--- src/rtl/fft_reorder.sv ---
// Reorders bit-reversed FFT frames into natural order using a ping-pong pair of banks.
// Optional build macro FRAME_ABORT_FLAG_EN adds the frame_abort pulse output.
module fft_reorder #(
  parameter int N     = 64,
  parameter int WIDTH = 16
) (
  input  logic             clock,
  input  logic             reset,
  input  logic             idata_en,
  input  logic [WIDTH-1:0] idata_r,
  input  logic [WIDTH-1:0] idata_i,
  output logic             odata_en,
  output logic [WIDTH-1:0] odata_r,
  output logic [WIDTH-1:0] odata_i
`ifdef FRAME_ABORT_FLAG_EN
  ,
  output logic             frame_abort
`endif
);

  localparam int             LOG_N    = $clog2(N);
  localparam logic [LOG_N-1:0] LAST_IDX = LOG_N'(N - 1);
  localparam logic [LOG_N-1:0] ONE_IDX  = LOG_N'(1);
  localparam logic [LOG_N-1:0] ZERO_IDX = {LOG_N{1'b0}};

  function automatic logic [LOG_N-1:0] bitrev(input logic [LOG_N-1:0] a);
    logic [LOG_N-1:0] r;
    r = {LOG_N{1'b0}};
    for (int b = 0; b < LOG_N; b++) begin
      r[b] = a[LOG_N-1-b];
    end
    return r;
  endfunction

  logic [2*WIDTH-1:0] r_mem [2*N];
  logic [LOG_N-1:0]   r_wcnt;
  logic [LOG_N-1:0]   r_rcnt;
  logic               r_wbank;
  logic               r_rd_active;
  logic               r_rd_valid;
  logic [2*WIDTH-1:0] r_rd_data;
  logic               w_frame_done;
  logic [LOG_N:0]     w_waddr;
  logic [LOG_N:0]     w_raddr;

  // Frame completion and bank addressing; the read bank is always the one not being written.
  always_comb begin
    w_frame_done = idata_en && (r_wcnt == LAST_IDX);
    w_waddr      = {r_wbank, r_wcnt};
    w_raddr      = {~r_wbank, bitrev(r_rcnt)};
  end

  // Bank storage, deliberately without reset.
  always_ff @(posedge clock) begin
    if (idata_en) begin
      r_mem[w_waddr] <= {idata_r, idata_i};
    end
  end

  // Write counter and bank select; a gap mid-frame discards the partial frame.
  always_ff @(posedge clock or posedge reset) begin
    if (reset) begin
      r_wcnt  <= ZERO_IDX;
      r_wbank <= 1'b0;
    end else if (idata_en) begin
      r_wcnt <= r_wcnt + ONE_IDX;
      if (w_frame_done) begin
        r_wbank <= ~r_wbank;
      end
    end else begin
      r_wcnt <= ZERO_IDX;
    end
  end

  // Readout sequencer plus one-cycle synchronous bank read.
  always_ff @(posedge clock or posedge reset) begin
    if (reset) begin
      r_rd_active <= 1'b0;
      r_rcnt      <= ZERO_IDX;
      r_rd_valid  <= 1'b0;
      r_rd_data   <= {(2*WIDTH){1'b0}};
    end else begin
      r_rd_valid <= r_rd_active;
      if (r_rd_active) begin
        r_rd_data <= r_mem[w_raddr];
      end
      // A completion can only coincide with the last read, so restarting here leaves no gap.
      if (w_frame_done) begin
        r_rd_active <= 1'b1;
        r_rcnt      <= ZERO_IDX;
      end else if (r_rd_active) begin
        r_rcnt <= r_rcnt + ONE_IDX;
        if (r_rcnt == LAST_IDX) begin
          r_rd_active <= 1'b0;
        end
      end
    end
  end

  // Output registers hold their value while no sample is valid.
  always_ff @(posedge clock or posedge reset) begin
    if (reset) begin
      odata_en <= 1'b0;
      odata_r  <= {WIDTH{1'b0}};
      odata_i  <= {WIDTH{1'b0}};
    end else begin
      odata_en <= r_rd_valid;
      if (r_rd_valid) begin
        odata_r <= r_rd_data[2*WIDTH-1:WIDTH];
        odata_i <= r_rd_data[WIDTH-1:0];
      end
    end
  end

`ifdef FRAME_ABORT_FLAG_EN
  logic w_abort;

  // Abort is a gap while a frame is partially written.
  always_comb begin
    w_abort = !idata_en && (r_wcnt != ZERO_IDX);
  end

  // One-cycle abort pulse.
  always_ff @(posedge clock or posedge reset) begin
    if (reset) begin
      frame_abort <= 1'b0;
    end else begin
      frame_abort <= w_abort;
    end
  end
`endif

endmodule
--- config.mk ---
export PLATFORM = sky130hd
export DESIGN_NAME = fft_reorder
export DESIGN_NICKNAME = d
export VERILOG_FILES = /design/src/rtl/fft_reorder.sv
export SDC_FILE = /design/constraint.sdc
export NUM_CORES = 2
export LEC_CHECK = 0
export ABC_CLOCK_PERIOD_IN_PS = 4700
export CAP_MARGIN = 20
export CELL_PAD_IN_SITES_DETAIL_PLACEMENT = 1
export CELL_PAD_IN_SITES_GLOBAL_PLACEMENT = 1
export CORE_AREA = 2 2 525 527
export CTS_BUF_LIST = sky130_fd_sc_hd__clkbuf_4 sky130_fd_sc_hd__clkbuf_8
export CTS_CLUSTER_DIAMETER = 200
export CTS_CLUSTER_SIZE = 8
export DETAILED_ROUTE_END_ITERATION = 7
export DIE_AREA = 0 0 527 529
export PLACE_DENSITY_LB_ADDON = 0.1
export SYNTH_ARGS = -nofsm -noshare
export SYNTH_HDL_FRONTEND = slang
export SYNTH_SLANG_ARGS = --single-unit
--- constraint.sdc ---
create_clock -name clock -period 4.7 [get_ports clock]
set_input_delay 0.94 -clock clock [delete_from_list [all_inputs] [get_ports clock]]
set_output_delay 0.94 -clock clock [all_outputs]
set_load 0.01 [all_outputs]
==> impl_metrics.json <==
{
  "status": "finished, final reports clean",
  "synth-seq-cells": 4176,
  "synth_compound_area_share_pct": 3.252,
  "drtIter0Drc": 12710,
  "yosys.cell_types.count": 65,
  "grt-ovfl-total": 0,
  "num-nets-final": 8213,
  "die_height_um": 529,
  "final_cell_mix": "edfxtp_1, mux4_2, clkbuf_8, mux2i_1, buf_4",
  "critical_path_class": "reg -> reg",
  "synth_top_family_by_area": "multiplexers",
  "port_buffers": 67,
  "worst_slew_pin_slew_ns": 1.245,
  "design_area_um2": 178900,
  "power_density_nw_per_um2": 378.9,
  "path_max_fanout": 32,
  "leakage_nw": 60.26,
  "clk_pin_slew_ns": 0.06,
  "slew_headroom_pct": 16.82,
  "via_count": 86480,
  "dp_slack_ns": 0.08983,
  "end_kind": "register",
  "setup_tns_ns": 0,
  "fin_skew_ns": 0.06482,
  "io-pin-count": 68,
  "cts_buffers": 591,
  "clkLatencyLatePin_ns": 1.22,
  "initial_core_util_pct": 58.82,
  "start_kind": "register",
  "antenna_found_initial": 47,
  "drt_wl_total_mm": 508.3,
  "grt_max_degree": 129,
  "grt_pass1_vias": 89000,
  "dieArea_um2": 278800,
  "dpl.hpwl_mm": 304.4,
  "clock.fmax_mhz": 219.3,
  "ys_seq_area_share_pct": 77.87,
  "drive_gt1_share_pct": 28.76,
  "ir_drop_uv": 377.4,
  "globalRouteTotalUtil_pct": 36.77,
  "synthAdderAreaFrac_pct": 0.01559,
  "ctsHoldBuffers": 0,
  "synth-main-ff-cell": "edfxtp_1",
  "synth_area_um2": 160500,
  "syn_nets": 7469,
  "worst_slack_ns": 0.1406,
  "grt_pass1_wl_mm": 705.2,
  "syn_area_per_cell_um2": 21.60,
  "dr.pass1.iters": 6,
  "ys_warn_count": 0,
  "postRouteAntennaNets": 0,
  "synth_cells": 7432,
  "rsz0062_at_grt": "no",
  "root_buffer": "clkbuf_8",
  "clockBufferDepth": 4,
  "p_total_mw": 67.78,
  "routedWlPerCell_um": 42.50,
  "cts_setup_buffers": 0,
  "num_rows": 192,
  "die_w_um": 527,
  "core-area_um2": 272900,
  "required_ns": 5.77,
  "synth_xor_area_share_pct": 0.04365,
  "maxCapViolCount": 0,
  "synth_edf_count": 4096,
  "synthSimpleGateAreaFrac_pct": 1.788,
  "cts_tree": "built",
  "period_needed_ns": 4.559,
  "avgViaCountPerCell": 7.230,
  "hold_viol": 0,
  "setup_viol_count_final": 0,
  "hold_path.class": "in -> reg",
  "muxShareOfSynthArea_pct": 15.46,
  "clock-sinks": 4176,
  "async_flop_share_pct": 1.916,
  "hold_slack_ns": 0.1424,
  "fin_crit_sh_pct": 97.01,
  "worstPathArrival_ns": 5.63,
  "drc": 0,
  "gp_congestion": 0.8892,
  "area_growth_pct": 11.42,
  "placed_area_um2": 169100,
  "final_common_cell": "edfxtp_1",
  "drv_slew": 0,
  "cts_max_level": 6
}
==> logic make-up (layout without fill, tap and decap cells) <==
family,count (synthesis),in the layout
xor gates and xnor gates,8,8
DFF,4176,4176
other,0,13
adders and majority gates,2,2
AOI/OAI and AO/OA,756,756
and+or+nand+nor,630,630
buffers and inverters,443,1369
muxes,1417,1417
==> routing by layer <==
metal | track usage [%] | vias up | part of all wire [%]
met4 | 18.23 | 16 | 5.5
met2 | 55.93 | 6328 | 46
met5 | 0 | - | 0.023
met3 | 9.112 | 1139 | 12
met1 | 50.35 | 46410 | 36
li1 | - | 32590 | -
==> stage by stage <==
step           util, %  cells
3_5_place_dp     61.98  11170
6_report         65.54  11960
5_1_grt          65.53  11950
3_3_place_gp     61.96  11170
2_1_floorplan        -   7432
4_1_cts          65.52  11950
==> flip-flops by register name, summed over array words and instances, names as in the netlist, 6 cells and up <==
name and count:
r_mem 4096, r_rd_data 32, odata_i 16, odata_r 16
r_rcnt 6, r_wcnt 6
==> area by class of cell <==
| cell class | instances | area [um2] |
|---|---|---|
| Sequential cell | 4176 | 125000 |
| Fill cell | 21640 | 94040 |
| Multi-Input combinational cell | 2813 | 34090 |
| Clock buffer | 727 | 9205 |
| Timing Repair Buffer | 583 | 5518 |
| Tap cell | 3589 | 4491 |
| Clock inverter | 48 | 450.4 |
| Inverter | 11 | 53.80 |
| Antenna cell | 13 | 32.53 |
==> critical path, stage by stage, from the launching register on <==
cell	delay, ns
dfrtp_4	0.98
buf_12	0.25
buf_12	0.25
buf_4	0.33
mux4_2	0.57
mux4_2	0.54
a2111oi_0	1.06
a21oi_1	0.18
o2bb2ai_1	0.17
==> power by group <==
part / internal, mW / leakage, nW / switching [mW] / total [mW]
Clock: 12.6 / 5.05 / 13.3 / 25.9
Combinational: 0.0881 / 17.3 / 0.837 / 0.925
Sequential: 40.9 / 37.9 / 0.0253 / 41.0
==> synthesized netlist by cell type (all sizes together), types with 3 or more instances <==
cell type     n  share of area [%]
a311oi        8              0.044
a22o          9              0.049
nand4        17              0.066
o31ai         7              0.033
nor3         39               0.12
nor2        220               0.51
or3           7              0.027
a221oi       14              0.076
o221ai      124               0.68
a211o         3              0.016
nor2b        33               0.13
clkbuf      176               0.41
or4           4              0.019
buf         256                1.1
mux2         63               0.44
dfrtp        80                1.2
nor4          6              0.023
a32oi         4              0.022
nand2       168               0.39
a211oi       56               0.26
mux4        844                 12
inv           9              0.021
o2111ai       3              0.016
edfxtp     4096                 77
nand2b       15              0.058
or2           6              0.023
xnor2         6              0.033
a21o          3              0.014
o311ai        5              0.027
a31oi        26               0.10
o22a          3              0.016
a41o          3              0.019
o32a          4              0.025
o32ai        14              0.076
a2111oi       8              0.044
a21oi       137               0.43
and2         47               0.18
and3         12              0.047
mux2i       510                3.2
a22oi        74               0.35
o211ai       26               0.12
nand3        52               0.16
o22ai       136               0.53
o21ai        76               0.24
==> what timing repair did <==
item                                    CTS  global route
endpoints found under the hold margin     0             0
endpoints found under the setup margin    0             1
gates resized for setup                   0             1
==> worst paths after layout <==
path | end | depth (start not counted) | slack (ns) | start
min in group asynchronous | r_rd_data[31] | 2 | 0.49 | reset
worst max-delay path | r_rd_data[3] | 8 | 0.14 | r_rcnt[5]
worst min register to register | odata_i[14] | 1 | 0.51 | odata_i[14]
max in group asynchronous | odata_r[3] | 3 | 3.11 | reset
worst min-delay path | r_mem[8][7] | 1 | 0.14 | idata_i[7]
worst max register to register | r_rd_data[3] | 8 | 0.14 | r_rcnt[5]
Note: power is estimated with default switching activity, not from simulation.
